<file path="src/rtl/seg7_pkg.sv">
// ---------------------------------------------------------------------------
// seg7_pkg
// Shared definitions for the 7-segment display drivers.
//   - SEG_A..SEG_G : bit position of each segment in a {g,f,e,d,c,b,a} word
//   - SEG_0..SEG_9 : lit-segment patterns for BCD digits (1 = segment on)
//   - SEG_BLANK    : all segments off
//   - idx_width()  : width of a counter/select that must hold 0..n-1
// ---------------------------------------------------------------------------
package seg7_pkg;

    localparam int SEG_A = 0;
    localparam int SEG_B = 1;
    localparam int SEG_C = 2;
    localparam int SEG_D = 3;
    localparam int SEG_E = 4;
    localparam int SEG_F = 5;
    localparam int SEG_G = 6;

    localparam logic [6:0] BIT_A = 7'b1 << SEG_A;
    localparam logic [6:0] BIT_B = 7'b1 << SEG_B;
    localparam logic [6:0] BIT_C = 7'b1 << SEG_C;
    localparam logic [6:0] BIT_D = 7'b1 << SEG_D;
    localparam logic [6:0] BIT_E = 7'b1 << SEG_E;
    localparam logic [6:0] BIT_F = 7'b1 << SEG_F;
    localparam logic [6:0] BIT_G = 7'b1 << SEG_G;

    localparam logic [6:0] SEG_0     = BIT_A | BIT_B | BIT_C | BIT_D | BIT_E | BIT_F;
    localparam logic [6:0] SEG_1     = BIT_B | BIT_C;
    localparam logic [6:0] SEG_2     = BIT_A | BIT_B | BIT_D | BIT_E | BIT_G;
    localparam logic [6:0] SEG_3     = BIT_A | BIT_B | BIT_C | BIT_D | BIT_G;
    localparam logic [6:0] SEG_4     = BIT_B | BIT_C | BIT_F | BIT_G;
    localparam logic [6:0] SEG_5     = BIT_A | BIT_C | BIT_D | BIT_F | BIT_G;
    localparam logic [6:0] SEG_6     = BIT_A | BIT_C | BIT_D | BIT_E | BIT_F | BIT_G;
    localparam logic [6:0] SEG_7     = BIT_A | BIT_B | BIT_C;
    localparam logic [6:0] SEG_8     = BIT_A | BIT_B | BIT_C | BIT_D | BIT_E | BIT_F | BIT_G;
    localparam logic [6:0] SEG_9     = BIT_A | BIT_B | BIT_C | BIT_D | BIT_F | BIT_G;
    localparam logic [6:0] SEG_BLANK = 7'h00;

    function automatic int idx_width(input int n);
        return (n <= 2) ? 1 : $clog2(n);
    endfunction

endpackage

</file>
<file path="src/rtl/bcd_seg_decode.sv">
// ---------------------------------------------------------------------------
// bcd_seg_decode
// Combinational BCD to 7-segment map. Codes 10..15 decode to blank; they are
// treated as "show nothing", not as errors.
//   bcd_i [3:0] : BCD digit
//   seg_o [6:0] : {g,f,e,d,c,b,a}, 1 = segment lit
// ---------------------------------------------------------------------------
module bcd_seg_decode
    import seg7_pkg::*;
(
    input  logic [3:0] bcd_i,
    output logic [6:0] seg_o
);

    always_comb begin
        seg_o = SEG_BLANK;
        case (bcd_i)
            4'd0:    seg_o = SEG_0;
            4'd1:    seg_o = SEG_1;
            4'd2:    seg_o = SEG_2;
            4'd3:    seg_o = SEG_3;
            4'd4:    seg_o = SEG_4;
            4'd5:    seg_o = SEG_5;
            4'd6:    seg_o = SEG_6;
            4'd7:    seg_o = SEG_7;
            4'd8:    seg_o = SEG_8;
            4'd9:    seg_o = SEG_9;
            default: seg_o = SEG_BLANK;
        endcase
    end

endmodule

</file>
<file path="src/rtl/seg7_scan_driver.sv">
// ---------------------------------------------------------------------------
// seg7_scan_driver
// Time-multiplexed driver for an N-digit 7-segment display. NUM/DP are
// captured into a shadow register on LOAD; one digit at a time is enabled for
// CLK_DIV cycles, the first BLANK_CYC of which keep every digit dark to avoid
// ghosting. All outputs are registered (one cycle behind the scan state).
//
// Optional build macro: LEADING_ZERO_BLANK_EN
//   When defined, a zero digit whose more-significant digits are all zero is
//   blanked (digit 0 always shows). AN and DP_OUT are unaffected.
//
// Ports
//   CLK    : system clock, rising edge
//   RST_N  : asynchronous active-low reset
//   NUM    : BCD digits, NUM[3:0] = digit 0 (rightmost)
//   DP     : decimal point per digit, 1 = lit
//   LOAD   : capture NUM/DP into the shadow register at this edge
//   SEG    : {g,f,e,d,c,b,a}, 1 = lit
//   DP_OUT : decimal point of the enabled digit
//   AN     : one-hot digit enable, 1 = digit on
// ---------------------------------------------------------------------------
module seg7_scan_driver
    import seg7_pkg::*;
#(
    parameter int N_DIGITS  = 4,
    parameter int CLK_DIV   = 50000,
    parameter int BLANK_CYC = 2
) (
    input  logic                  CLK,
    input  logic                  RST_N,
    input  logic [4*N_DIGITS-1:0] NUM,
    input  logic [N_DIGITS-1:0]   DP,
    input  logic                  LOAD,
    output logic [6:0]            SEG,
    output logic                  DP_OUT,
    output logic [N_DIGITS-1:0]   AN
);

    localparam int IDX_W = idx_width(N_DIGITS);
    localparam int CNT_W = idx_width(CLK_DIV);

    logic [CNT_W-1:0]      cnt_q, cnt_d;
    logic [IDX_W-1:0]      idx_q, idx_d;
    logic [4*N_DIGITS-1:0] num_q, num_d;
    logic [N_DIGITS-1:0]   dp_q, dp_d;
    logic [6:0]            seg_q, seg_d;
    logic                  dp_out_q, dp_out_d;
    logic [N_DIGITS-1:0]   an_q, an_d;

    logic                  wrap;
    logic [3:0]            digit_sel;
    logic                  dp_sel;
    logic [6:0]            dec_seg;
    logic                  lz_blank;

    assign wrap = (cnt_q == CNT_W'(CLK_DIV - 1));

    // Prescaler, digit index and shadow register.
    always_comb begin
        cnt_d = wrap ? '0 : cnt_q + CNT_W'(1);
        idx_d = idx_q;
        if (wrap) begin
            idx_d = (idx_q == IDX_W'(N_DIGITS - 1)) ? '0 : idx_q + IDX_W'(1);
        end
        num_d = LOAD ? NUM : num_q;
        dp_d  = LOAD ? DP  : dp_q;
    end

    // Mux the currently indexed digit out of the shadow register.
    always_comb begin
        digit_sel = 4'd0;
        dp_sel    = 1'b0;
        for (int i = 0; i < N_DIGITS; i++) begin
            if (idx_q == IDX_W'(i)) begin
                digit_sel = num_q[i*4 +: 4];
                dp_sel    = dp_q[i];
            end
        end
    end

    bcd_seg_decode u_dec (
        .bcd_i (digit_sel),
        .seg_o (dec_seg)
    );

`ifdef LEADING_ZERO_BLANK_EN
    // Blank when this digit and every more-significant digit are zero;
    // digit 0 is exempt so an all-zero value still reads "0".
    always_comb begin
        lz_blank = (idx_q != '0);
        for (int j = 0; j < N_DIGITS; j++) begin
            if (j >= int'(idx_q) && num_q[j*4 +: 4] != 4'd0) begin
                lz_blank = 1'b0;
            end
        end
    end
`else
    assign lz_blank = 1'b0;
`endif

    // Output register: dark during the blank interval after a digit switch.
    always_comb begin
        an_d     = '0;
        seg_d    = SEG_BLANK;
        dp_out_d = 1'b0;
        if (cnt_q >= CNT_W'(BLANK_CYC)) begin
            an_d     = N_DIGITS'(1) << idx_q;
            seg_d    = lz_blank ? SEG_BLANK : dec_seg;
            dp_out_d = dp_sel;
        end
    end

    always_ff @(posedge CLK or negedge RST_N) begin
        if (!RST_N) begin
            cnt_q    <= '0;
            idx_q    <= '0;
            num_q    <= '0;
            dp_q     <= '0;
            seg_q    <= SEG_BLANK;
            dp_out_q <= 1'b0;
            an_q     <= '0;
        end else begin
            cnt_q    <= cnt_d;
            idx_q    <= idx_d;
            num_q    <= num_d;
            dp_q     <= dp_d;
            seg_q    <= seg_d;
            dp_out_q <= dp_out_d;
            an_q     <= an_d;
        end
    end

    assign SEG    = seg_q;
    assign DP_OUT = dp_out_q;
    assign AN     = an_q;

endmodule

</file>
<file path="config.mk">
export PLATFORM = sky130hd
export DESIGN_NAME = seg7_scan_driver
export DESIGN_NICKNAME = d
export VERILOG_FILES = /design/src/rtl/seg7_pkg.sv /design/src/rtl/bcd_seg_decode.sv /design/src/rtl/seg7_scan_driver.sv
export SDC_FILE = /design/constraint.sdc
export NUM_CORES = 1
export LEC_CHECK = 0
export ABC_AREA = 1
export ABC_CLOCK_PERIOD_IN_PS = 2110
export CAP_MARGIN = 10
export CORE_MARGIN = 1.5
export CORE_UTILIZATION = 45
export CTS_BUF_LIST = sky130_fd_sc_hd__clkbuf_16
export CTS_CLUSTER_SIZE = 25
export DETAILED_ROUTE_END_ITERATION = 7
export GPL_TIMING_DRIVEN = 0
export PLACE_DENSITY = 0.74
export SLEW_MARGIN = 40
export SYNTH_ARGS = -nofsm -noshare
export SYNTH_HDL_FRONTEND = slang
export SYNTH_HIERARCHICAL = 1
export SYNTH_SLANG_ARGS = --single-unit
export TNS_END_PERCENT = 20
</file>
<file path="constraint.sdc">
create_clock -name CLK -period 2.11 [get_ports CLK]
set_clock_uncertainty 0.2 [all_clocks]
set_input_delay 0.633 -clock CLK [delete_from_list [all_inputs] [get_ports CLK]]
set_output_delay 0.633 -clock CLK [all_outputs]
set_load 0.01 [all_outputs]
</file>
==> results.toml <==
[status]
status = "complete, but fails checks"
failed_checks = "setup timing"

[global_routing]
grt_usage = 0.196
antenna_found_initial = 0
first_global_vias = 2064
grt_remaining_overflow = 0
grt_max_degree = 28
grt_pass1_wl_um = 9410

[clock_network]
cts_root_buf = "clkbuf_16"
cts_tree = "yes"
clk_pin_slew_ps = 70
hold_buffers = 0
cts_sinks = 50
clk_latency_ps = 290
cts_made_buffers = 5
h-tree-depth = 2
clock_path_buffers = 2

[synth]
synth-seq-cells = 50
ys_seq_area_frac = 0.490
syn_area_per_cell_um2 = 8.37
syn-cell-area_um2 = 2550
synth_fa_ha_area_frac = 0.0588
synth_top_family_by_area = "simple AND/OR/NAND/NOR gates"
synthCells = 305
synth_compound_gate_area_share = 0.0608
synth_xor_area_frac = 0.0377
synth-simple-area-share = 0.232
syn_nets = 340
netlist-cell-type-count = 24
synth.mux.area_fraction = 0.0397
ys_warn_count = 6

[timing]
maxSlewHeadroom = 0.704
period_needed_ps = 2180
timing.final.crit_share = 1.03
hold_ws_ps = 40.6
worstMarginPinSlew_ps = 444
rsz0062_at_grt = "true"
setup_slack_ps = -72.2
max_freq_mhz = 458
maxSlewViolCount = 0
hold_viol = 0
setup_viol = 7

[cells_and_area]
layout-drive-gt1-share = 0.184
fin_util = 0.613
layout.nets = 393
fin_cells = 431
final_area_um2 = 3350
diodes = 0
syn_to_final_growth_pct = 31.4

[setup_path]
crit_fanout = 6
worstReg2RegEnd = "SEG[3]$_DFF_PN0_"
r2r_slack_ps = -70
r2r-start = "idx_q[0]$_DFFE_PN0N_"
worstRegToRegCells = 14
critPathKind = "register to register"
cp.required_ps = 2130
end_kind = "register"
arrival_ps = 2200
start_kind = "register"

[floorplan]
pin_count = 35
fp.dieW_um = 78.3
initial_utilization = 0.466
die_h_um = 78.3
die_area_um2 = 6130
rows = 27
core_area_um2 = 5470

[route]
first_iter_violations = 127
final_antenna_net_count = 0
drc_errors = 0
avgViaCountPerCell = 4.74
postRouteWirelength_um = 5270
vias = 2043
wl_per_cell_um = 12.2
drt_first_pass_iters = 4

[power_and_ir_drop]
powerDensity_nw_per_um2 = 667
irDropWorstVdd_mv = 0.390
power.total_uw = 2240
p_leak_uw = 0.00162

[place]
port_buffers = 34
dp_cells = 412
dpl.hpwl_um = 3620
place.gp.congestion = 0.852
placed_area_um2 = 3030

[run]
drv_cap = 0

[min_path]
hp-class = "input pin to async pin"
==> final cells by class <==
type | count | area (um^2)
multi-input cells | 203 | 1190
clock inverters | 3 | 41.3
well taps | 72 | 90.1
fillers | 450 | 2120
inverters | 47 | 181
plain buffers | 4 | 20.0
repair buffers | 47 | 455
clock buffers | 5 | 125
flip-flops and latches | 50 | 1250
==> metrics by stage <==
step / setup WS [ps] / setup TNS, ps
final: -72.2 / -248
after global routing: -208 / -1360
after CTS: -52.8 / -246
after detailed placement: -245 / -1000
after global placement: -1190 / -60320
after floorplan: 3.54 / 0
==> worst max-delay path, cell delays in order (launching register included) <==
cell and delay [ps]:
dfrtp_2 440, ha_4 200, inv_2 70, nand2_2 70, o21ai_1 120, nand2_1 70
a22oi_2 250, inv_2 120, ha_4 280, nand2_2 40, nand2_1 60, nand2_1 40
nand2_1 50, inv_1 40, nor2_1 70
==> placed cells by master, fill, tap and decap left out, types with 8 or more instances in the layout <==
| master | count |
|---|---|
| nor2_1 | 45 |
| xor2_1 | 9 |
| clkdlybuf4s50_1 | 33 |
| buf_4 | 12 |
| o21ai_0 | 15 |
| nand3_1 | 9 |
| nand2_2 | 8 |
| nand2_1 | 74 |
| inv_1 | 38 |
| dfrtp_1 | 49 |
| mux2_2 | 9 |
| inv_2 | 9 |
==> cells by family after synthesis <==
| family | after synthesis |
|---|---|
| compound gates | 29 |
| fa+ha+maj | 12 |
| mux | 9 |
| buf+inv | 52 |
| xor+xnor | 11 |
| simple gates | 142 |
| flops | 50 |
==> Yosys cell counts <==
master | instances | area, um^2
nand2_4 | 1 | 11.3
a22oi_1 | 4 | 30.0
xor2_1 | 9 | 78.8
and2_1 | 1 | 6.26
buf_4 | 1 | 7.51
clkbuf_1 | 3 | 11.3
o21ai_0 | 17 | 85.1
ha_1 | 12 | 150
nand3_2 | 1 | 10.0
xnor2_1 | 2 | 17.5
nand2_2 | 6 | 37.5
dfrtp_1 | 50 | 1250
nand4_1 | 1 | 6.26
a21oi_1 | 5 | 25.0
inv_1 | 43 | 161
inv_2 | 3 | 11.3
clkinv_4 | 1 | 8.76
nand2_1 | 76 | 285
nor2_1 | 45 | 169
buf_2 | 1 | 5.00
mux2_2 | 9 | 101
nor2_4 | 2 | 22.5
nand3_1 | 9 | 45.0
o21ai_1 | 3 | 15.0
==> flip-flops by register name (all words and copies together), names as in the netlist <==
| register | cells |
|---|---|
| dp_q | 4 |
| num_q | 16 |
| AN | 4 |
| SEG | 7 |
| idx_q | 2 |
| DP_OUT | 1 |
| cnt_q | 16 |
==> repair_timing <==
item | in CTS | in global routing
pin swaps | 10 | 6
resized for setup | 15 | 3
setup endpoints to repair | 7 | 8
setup buffers | 11 | 1
==> report_power, final <==
group | switching [uW] | leakage [uW] | total, uW | internal (uW)
Combinational | 148 | 0.000920 | 300 | 152
Sequential | 21.3 | 0.000621 | 1040 | 1020
Clock | 342 | 0.0000812 | 897 | 555
Total | 511 | 0.00162 | 2240 | 1720
==> how the worst max path moves through the flow <==
| stage | startpoint | end | slack, ps | cells after the start |
|---|---|---|---|---|
| floorplan | idx_q[1]$_DFFE_PN0N_ | SEG[3]$_DFF_PN0_ | 4 | 15 |
| global placement | RST_N | cnt_q[15]$_DFF_PN0_ | -1190 | 1 |
| detailed placement | idx_q[0]$_DFFE_PN0N_ | SEG[3]$_DFF_PN0_ | -240 | 14 |
| CTS | idx_q[0]$_DFFE_PN0N_ | SEG[3]$_DFF_PN0_ | -50 | 14 |
| global route | idx_q[0]$_DFFE_PN0N_ | SEG[6]$_DFF_PN0_ | -210 | 15 |
| finish | idx_q[0]$_DFFE_PN0N_ | SEG[3]$_DFF_PN0_ | -70 | 14 |
==> metal layers <==
metal  part of all wire  wire length (um)  GRT usage
met5                  0                 0          0
met3              0.040               212     0.0384
met2               0.48              2530      0.328
met4              0.028               147     0.0946
met1               0.45              2380      0.244
(Power assumes the default switching activity.)
